[src/rtl/mem_arb_pkg.sv]
// -----------------------------------------------------------------------------
// mem_arb_pkg
// Shared types and constants for the unified memory port arbiter.
//   owner_t  : owner of the read currently in flight (none / fetch / data)
//   WORD_W   : memory word width in bits
//   STREAK_W : width of the data-grant streak counter
// -----------------------------------------------------------------------------
package mem_arb_pkg;

    localparam int unsigned WORD_W   = 16;
    localparam int unsigned STREAK_W = 4;

    typedef enum logic [1:0] {
        OWN_NONE = 2'd0,
        OWN_IF   = 2'd1,
        OWN_DATA = 2'd2
    } owner_t;

endpackage

[src/rtl/mem_arb_prio.sv]
// -----------------------------------------------------------------------------
// mem_arb_prio
// Grant selection between fetch and data requesters. Data wins by default; a
// streak counter lets fetch through once MAX_STREAK data grants have been
// given back to back while fetch was waiting.
// Ports:
//   clk, rst         : clock, asynchronous active-low reset
//   i_if_req         : fetch request (already qualified by reset)
//   i_d_req          : data request  (already qualified by reset)
//   o_if_gnt         : fetch granted this cycle
//   o_d_gnt          : data granted this cycle
// -----------------------------------------------------------------------------
module mem_arb_prio
    import mem_arb_pkg::*;
#(
    parameter int unsigned MAX_STREAK = 4
) (
    input  logic clk,
    input  logic rst,
    input  logic i_if_req,
    input  logic i_d_req,
    output logic o_if_gnt,
    output logic o_d_gnt
);

    logic [STREAK_W-1:0] r_streak;
    logic [STREAK_W-1:0] w_streak_nxt;
    logic                w_sat;

    assign w_sat = (r_streak == STREAK_W'(MAX_STREAK));

    always_comb begin
        o_d_gnt      = i_d_req && !(i_if_req && w_sat);
        o_if_gnt     = i_if_req && !o_d_gnt;
        w_streak_nxt = r_streak;
        // Streak only measures how long fetch has been starved; any fetch
        // grant or an idle fetch side restarts it.
        if (o_if_gnt || !i_if_req) begin
            w_streak_nxt = '0;
        end else if (o_d_gnt && !w_sat) begin
            w_streak_nxt = r_streak + 1'b1;
        end
    end

    always_ff @(posedge clk or negedge rst) begin
        if (!rst) begin
            r_streak <= '0;
        end else begin
            r_streak <= w_streak_nxt;
        end
    end

endmodule

[src/rtl/mem_arbiter.sv]
// -----------------------------------------------------------------------------
// mem_arbiter
// Shares the single 16-bit unified memory port between instruction fetch and
// data (load/store/pop). At most one access is issued per cycle; the owner of
// each read is remembered for one cycle so the read data is flagged valid to
// the right requester.
// Optional feature: define MEM_ARB_ALIGN_CHK_EN to suppress odd-address
// accesses (granted but not issued); a suppressed data access raises o_d_err
// one cycle after its grant. Without it, address bit 0 is simply dropped.
// Ports:
//   clk, rst                        : clock, asynchronous active-low reset
//   i_if_req/i_if_addr              : fetch request and byte address
//   o_if_gnt/o_if_rvalid/o_if_rdata : fetch grant and returned read data
//   i_d_req/i_d_we/i_d_addr/i_d_wdata : data request, write flag, address, data
//   o_d_gnt/o_d_rvalid/o_d_rdata    : data grant and returned read data
//   o_d_err                         : misaligned data access flag
//   o_mem_en/o_mem_we/o_mem_addr    : memory strobe, write enable, word address
//   i_mem_rdata                     : memory read data (one cycle after read)
// Write data reaches the memory macro directly from i_d_wdata.
// -----------------------------------------------------------------------------
module mem_arbiter
    import mem_arb_pkg::*;
#(
    parameter  int unsigned MEM_DEPTH  = 4096,
    parameter  int unsigned MAX_STREAK = 4,
    localparam int unsigned ADDR_WIDTH = $clog2(MEM_DEPTH * 2)
) (
    input  logic                  clk,
    input  logic                  rst,
    input  logic                  i_if_req,
    input  logic [ADDR_WIDTH-1:0] i_if_addr,
    output logic                  o_if_gnt,
    output logic                  o_if_rvalid,
    output logic [WORD_W-1:0]     o_if_rdata,
    input  logic                  i_d_req,
    input  logic                  i_d_we,
    input  logic [ADDR_WIDTH-1:0] i_d_addr,
    input  logic [WORD_W-1:0]     i_d_wdata,
    output logic                  o_d_gnt,
    output logic                  o_d_rvalid,
    output logic [WORD_W-1:0]     o_d_rdata,
    output logic                  o_d_err,
    output logic                  o_mem_en,
    output logic                  o_mem_we,
    output logic [ADDR_WIDTH-2:0] o_mem_addr,
    input  logic [WORD_W-1:0]     i_mem_rdata
);

    logic                  w_if_req;
    logic                  w_d_req;
    logic                  w_if_gnt;
    logic                  w_d_gnt;
    logic [ADDR_WIDTH-1:0] w_addr_sel;
    logic                  w_odd;
    logic                  w_issue;
    owner_t                w_own_nxt;
    owner_t                r_rd_own;

    // Requests are masked while reset is low so no grant or strobe escapes.
    assign w_if_req = i_if_req & rst;
    assign w_d_req  = i_d_req & rst;

    mem_arb_prio #(
        .MAX_STREAK(MAX_STREAK)
    ) u_prio (
        .clk      (clk),
        .rst      (rst),
        .i_if_req (w_if_req),
        .i_d_req  (w_d_req),
        .o_if_gnt (w_if_gnt),
        .o_d_gnt  (w_d_gnt)
    );

    assign o_if_gnt   = w_if_gnt;
    assign o_d_gnt    = w_d_gnt;
    assign w_addr_sel = w_d_gnt ? i_d_addr : i_if_addr;

`ifdef MEM_ARB_ALIGN_CHK_EN
    logic r_d_err;
    logic w_unused;

    assign w_odd    = w_addr_sel[0];
    assign w_unused = ^i_d_wdata;

    always_ff @(posedge clk or negedge rst) begin
        if (!rst) begin
            r_d_err <= 1'b0;
        end else begin
            r_d_err <= w_d_gnt & w_odd;
        end
    end

    assign o_d_err = r_d_err;
`else
    logic w_unused;

    assign w_odd    = 1'b0;
    assign w_unused = ^{i_d_wdata, w_addr_sel[0]};
    assign o_d_err  = 1'b0;
`endif

    // A grant on an odd address (alignment check enabled) is consumed
    // without touching memory.
    assign w_issue    = (w_d_gnt | w_if_gnt) & ~w_odd;
    assign o_mem_en   = w_issue;
    assign o_mem_we   = w_issue & w_d_gnt & i_d_we;
    assign o_mem_addr = w_issue ? w_addr_sel[ADDR_WIDTH-1:1] : '0;

    always_comb begin
        w_own_nxt = OWN_NONE;
        if (w_issue && w_if_gnt) begin
            w_own_nxt = OWN_IF;
        end else if (w_issue && w_d_gnt && !i_d_we) begin
            w_own_nxt = OWN_DATA;
        end
    end

    always_ff @(posedge clk or negedge rst) begin
        if (!rst) begin
            r_rd_own <= OWN_NONE;
        end else begin
            r_rd_own <= w_own_nxt;
        end
    end

    assign o_if_rvalid = (r_rd_own == OWN_IF);
    assign o_d_rvalid  = (r_rd_own == OWN_DATA);
    assign o_if_rdata  = rst ? i_mem_rdata : '0;
    assign o_d_rdata   = rst ? i_mem_rdata : '0;

endmodule

[config.mk]
export PLATFORM = sky130hd
export DESIGN_NAME = mem_arbiter
export DESIGN_NICKNAME = d
export VERILOG_FILES = /design/src/rtl/mem_arb_pkg.sv /design/src/rtl/mem_arb_prio.sv /design/src/rtl/mem_arbiter.sv
export SDC_FILE = /design/constraint.sdc
export NUM_CORES = 1
export LEC_CHECK = 0
export CAP_MARGIN = 20
export CORE_AREA = 2 2 54 76
export CTS_BUF_LIST = sky130_fd_sc_hd__clkbuf_8
export CTS_CLUSTER_DIAMETER = 100
export CTS_CLUSTER_SIZE = 40
export DETAILED_ROUTE_END_ITERATION = 10
export DIE_AREA = 0 0 56 78
export GPL_TIMING_DRIVEN = 1
export HOLD_SLACK_MARGIN = 0.06
export PLACE_DENSITY = 0.79
export SYNTH_ARGS = -nofsm -noshare
export SYNTH_HDL_FRONTEND = slang
export SYNTH_SLANG_ARGS = --single-unit
export TNS_END_PERCENT = 30
[constraint.sdc]
create_clock -name clk -period 1.64 [get_ports clk]
set_input_delay 0.328 -clock clk [delete_from_list [all_inputs] [get_ports clk]]
set_output_delay 0.328 -clock clk [all_outputs]
set_load 0.005 [all_outputs]
==> impl_results.md <==
* Cell with the most instances after synthesis: sky130_fd_sc_hd__buf_4
* Portion of netlist area occupied by mux cells at 0%
* Height of the chip at around 78 um
* Clock buffer depth at 2
* Pre-CTS setup slack at -0.694 ns
* Number of global-route vias before repair at 1104
* Final hold violation count at 0
* Top cell by count, worst path: sky130_fd_sc_hd__buf_6
* Final worst path period need at about 1.9 ns
* Post-synth design cell area at between 700 and 800 um^2
* Required time of the critical path at between 1 and 1.5 ns
* Xor-xnor portion of the synthesized cell area at under 10%
* Minimum hold slack at ~0.15 ns
* Yosys warning count at 0
* Number of slew-limit violations in the final report at 0
* Kind of end point of the critical path: primary output
* Share of final-layout standard cells stronger than drive strength 1 at roughly a third
* Placeable core region at between 3000 and 4000 um^2
* Synthesized-area fraction occupied by and/or/nand/nor cells at between 30% and 40%
* Ys async rst share at 100%
* Half-perimeter wire length after detailed placement at 2.11 mm
* Final ANT Viol Nets at 0
* Clock Skew at around 0.0025 ns
* Unrepaired setup endpoints after global routing: true
* Die area at approximately 4400 um^2
* Cell type contributing the most total cell area after synthesis: sky130_fd_sc_hd__dfrtp_1
* Worst hold-check path type: input pin to asynchronous set/reset pin
* Element type at the critical path start: flop
* Count of state elements after synthesis at 6
* Peak supply drop at just under 300 uV
* Antenna violations before repair at 0
* First-pass GRT wire length at 4.94 mm
* CTS Buf Count at 3
* Total routing resource utilization after global routing at approximately 14%
* Die width at around 56 um
* Cell Chain, Critical Path: inv_2 -> ha_4 -> nand4b_4 -> and2_4 -> buf_6 -> nor2_4 -> buf_6
* Total Nets Final at ~270
* Weighted congestion reported at the end of routability-driven placement at ~0.74
* Commonest cells in the synthesized netlist: 17 x sky130_fd_sc_hd__buf_4, 16 x sky130_fd_sc_hd__and2_1, 14 x sky130_fd_sc_hd__nand3_1
* Portion of the post-synthesis area used by sequential elements at about a fifth
* Cell count after synthesis at between 100 and 150
* Grt total ovfl at 0
* Crit-path max FO at 5
* PnR worst setup slack at -0.269 ns
* Run status: finished, violations left
* Io pins at roughly 110
* I/O Buffers at 94
* Crit share post-route at 116%
* Main combinational cell family by area after synthesis: simple AND/OR/NAND/NOR gates
* Leakage power at ~0.96 nW
* Crit-path leading delay family: simple AND/OR/NAND/NOR gates
* EDFF count, synth at 0
* Clk_lat worst skew at about 0.22 ns
* Post-detailed-route via-to-cell ratio at between 4 and 5
* Share of the synthesized area in the top cell type at 19.1%
* Syn-to-layout area delta at 144%
* Violations in the final reports: setup timing
* Worst path arrival time at 1.58 ns
* Adder-Cell Fraction of Synth Area at approximately 3.2%
* F_max at about 520 MHz
* Max-cap violation count at 0
* Routed WL at 3.11 mm
* Filler cell count at between 300 and 400
* Total power per unit cell area at a little under 400 nW/um^2
* Total setup violations reported at the end of the flow at 14
* Area contributors post-synth: sky130_fd_sc_hd__dfrtp_1 19%, sky130_fd_sc_hd__buf_4 16%, sky130_fd_sc_hd__and2_1 13%, sky130_fd_sc_hd__nand3_1 8.9%, sky130_fd_sc_hd__o21ai_2 8.9%
* Number of buffers inserted for hold repair after clock tree synthesis at 0
* Maximum number of pins on one net before global-route repair at 24
* Root buffer selected by CTS: sky130_fd_sc_hd__clkbuf_8
* Detailed Routing Iterations Pass 1 at 4
* Via count at 1120
* Library cell contributing the largest single delay on the critical path: sky130_fd_sc_hd__dfrtp_1
* DR WL/cell at 12.6 um
* H-Tree Level Count at 1
* Count of buffer and inverter cells on the critical path at 3
* Post-synth top flop: sky130_fd_sc_hd__dfrtp_1
* Number of sinks driven by the clock tree at 6
* Initial standard-cell utilization of the core at ~22%
* Slowest cell delay on critical path at ~0.38 ns
* Clk slew on worst S/H paths at 0.04 ns
* TritonCTS clock tree: done
* Syn Area/Cell at about 7.5 um^2
* Compound-Gate Fraction of Synth Area at approximately 12%
* Post-Syn Nets at 170
* Worst Setup Path Type: flop to primary output
* DRC violation count after routing at 0
* Diodes inserted at 0
* Row Count at 26
* DRC marker count from the first detailed-route iteration at 12
* Number of distinct library cell variants in the gate-level netlist after synthesis at 23
## sequential cells by signal, indices dropped and copies added, names as in the netlist
signal / flops
r_rd_own: 2
u_prio.r_streak: 4
## worst paths after layout
check                                    from            endpoint  slack (ns)  cells past startpoint
max in group asynchronous                 rst         r_rd_own[1]        1.35                      2
max                        u_prio.r_streak[0]            o_if_gnt       -0.27                      7
min                                       rst  u_prio.r_streak[2]        0.15                      2
min in group clk           u_prio.r_streak[3]  u_prio.r_streak[3]        0.56                      2
min reg2reg                u_prio.r_streak[3]  u_prio.r_streak[3]        0.56                      2
max reg2reg                u_prio.r_streak[0]         r_rd_own[0]        0.14                      8
## worst register-to-register path, delay by kind of cell, from the launching register on
| family | cells | cell delay [ns] |
|---|---|---|
| simple gates | 3 | 0.49 |
| buf+inv | 4 | 0.42 |
| flops | 1 | 0.38 |
| fa+ha+maj | 1 | 0.15 |
## cells in the final DEF (no fill, tap or decap), types with 3 or more instances in the layout
cell | Yosys | layout
sky130_fd_sc_hd__nor2b_1 | 3 | 3
sky130_fd_sc_hd__clkbuf_8 | 0 | 3
sky130_fd_sc_hd__nand3_1 | 14 | 9
sky130_fd_sc_hd__o21ai_2 | 8 | 11
sky130_fd_sc_hd__buf_4 | 17 | 15
sky130_fd_sc_hd__clkdlybuf4s50_1 | 0 | 43
sky130_fd_sc_hd__nand3_2 | 0 | 5
sky130_fd_sc_hd__buf_2 | 2 | 12
sky130_fd_sc_hd__dlygate4sd2_1 | 0 | 33
sky130_fd_sc_hd__nor2_1 | 4 | 3
sky130_fd_sc_hd__and2_4 | 1 | 3
sky130_fd_sc_hd__dfrtp_1 | 6 | 6
sky130_fd_sc_hd__and2_1 | 16 | 16
sky130_fd_sc_hd__nand2_1 | 13 | 13
sky130_fd_sc_hd__buf_6 | 2 | 8
sky130_fd_sc_hd__buf_8 | 0 | 3
## metrics by stage
stage	total power, mW	setup TNS (ns)	cells	util [%]	instance area [um^2]
floorplan	0.285	0	105	-	787
global placement	0.516	-24.78	227	46.1	1680
detailed placement	0.520	-25.01	227	46.1	1680
CTS	0.742	-2.54	246	51.8	1890
global route	0.789	-3.76	247	52.5	1910
finish	0.746	-2.86	247	52.5	1910
## timing repair
action,in CTS,in global routing
pin swaps,12,6
gates resized for setup,130,6
gates cloned,3,0
buffers inserted,13,1
endpoints found under the setup margin,48,15
## layout make-up
cell class / instances / area [um^2] / share of cell area, %
clock buffer: 3 / 41.3 / 2.16
tap: 42 / 52.6 / 2.75
timing repair buffer: 120 / 1140 / 59.6
multi-input combinational: 74 / 520 / 27.2
sequential: 6 / 150 / 7.85
inverter: 2 / 7.51 / 0.393
## report_power, final
part	internal, mW	total [mW]	switching [mW]
sequential	0.152	0.154	0.00177
combinational	0.243	0.369	0.127
clock	0.158	0.222	0.0644
## per-layer routing
metal	routed length [um]	track usage, %	vias up
met2	1800	29.2	73
met4	44	5.00	0
met5	0	0	-
met1	991	13.3	518
met3	268	3.50	5
li1	-	-	524
## cells by family after synthesis
kind of cell | after synthesis
buf+inv | 26
xor+xnor | 2
other cells | 1
compound gates | 13
flops | 6
fa+ha+maj | 2
simple gates | 55
(Power assumes the default switching activity.)
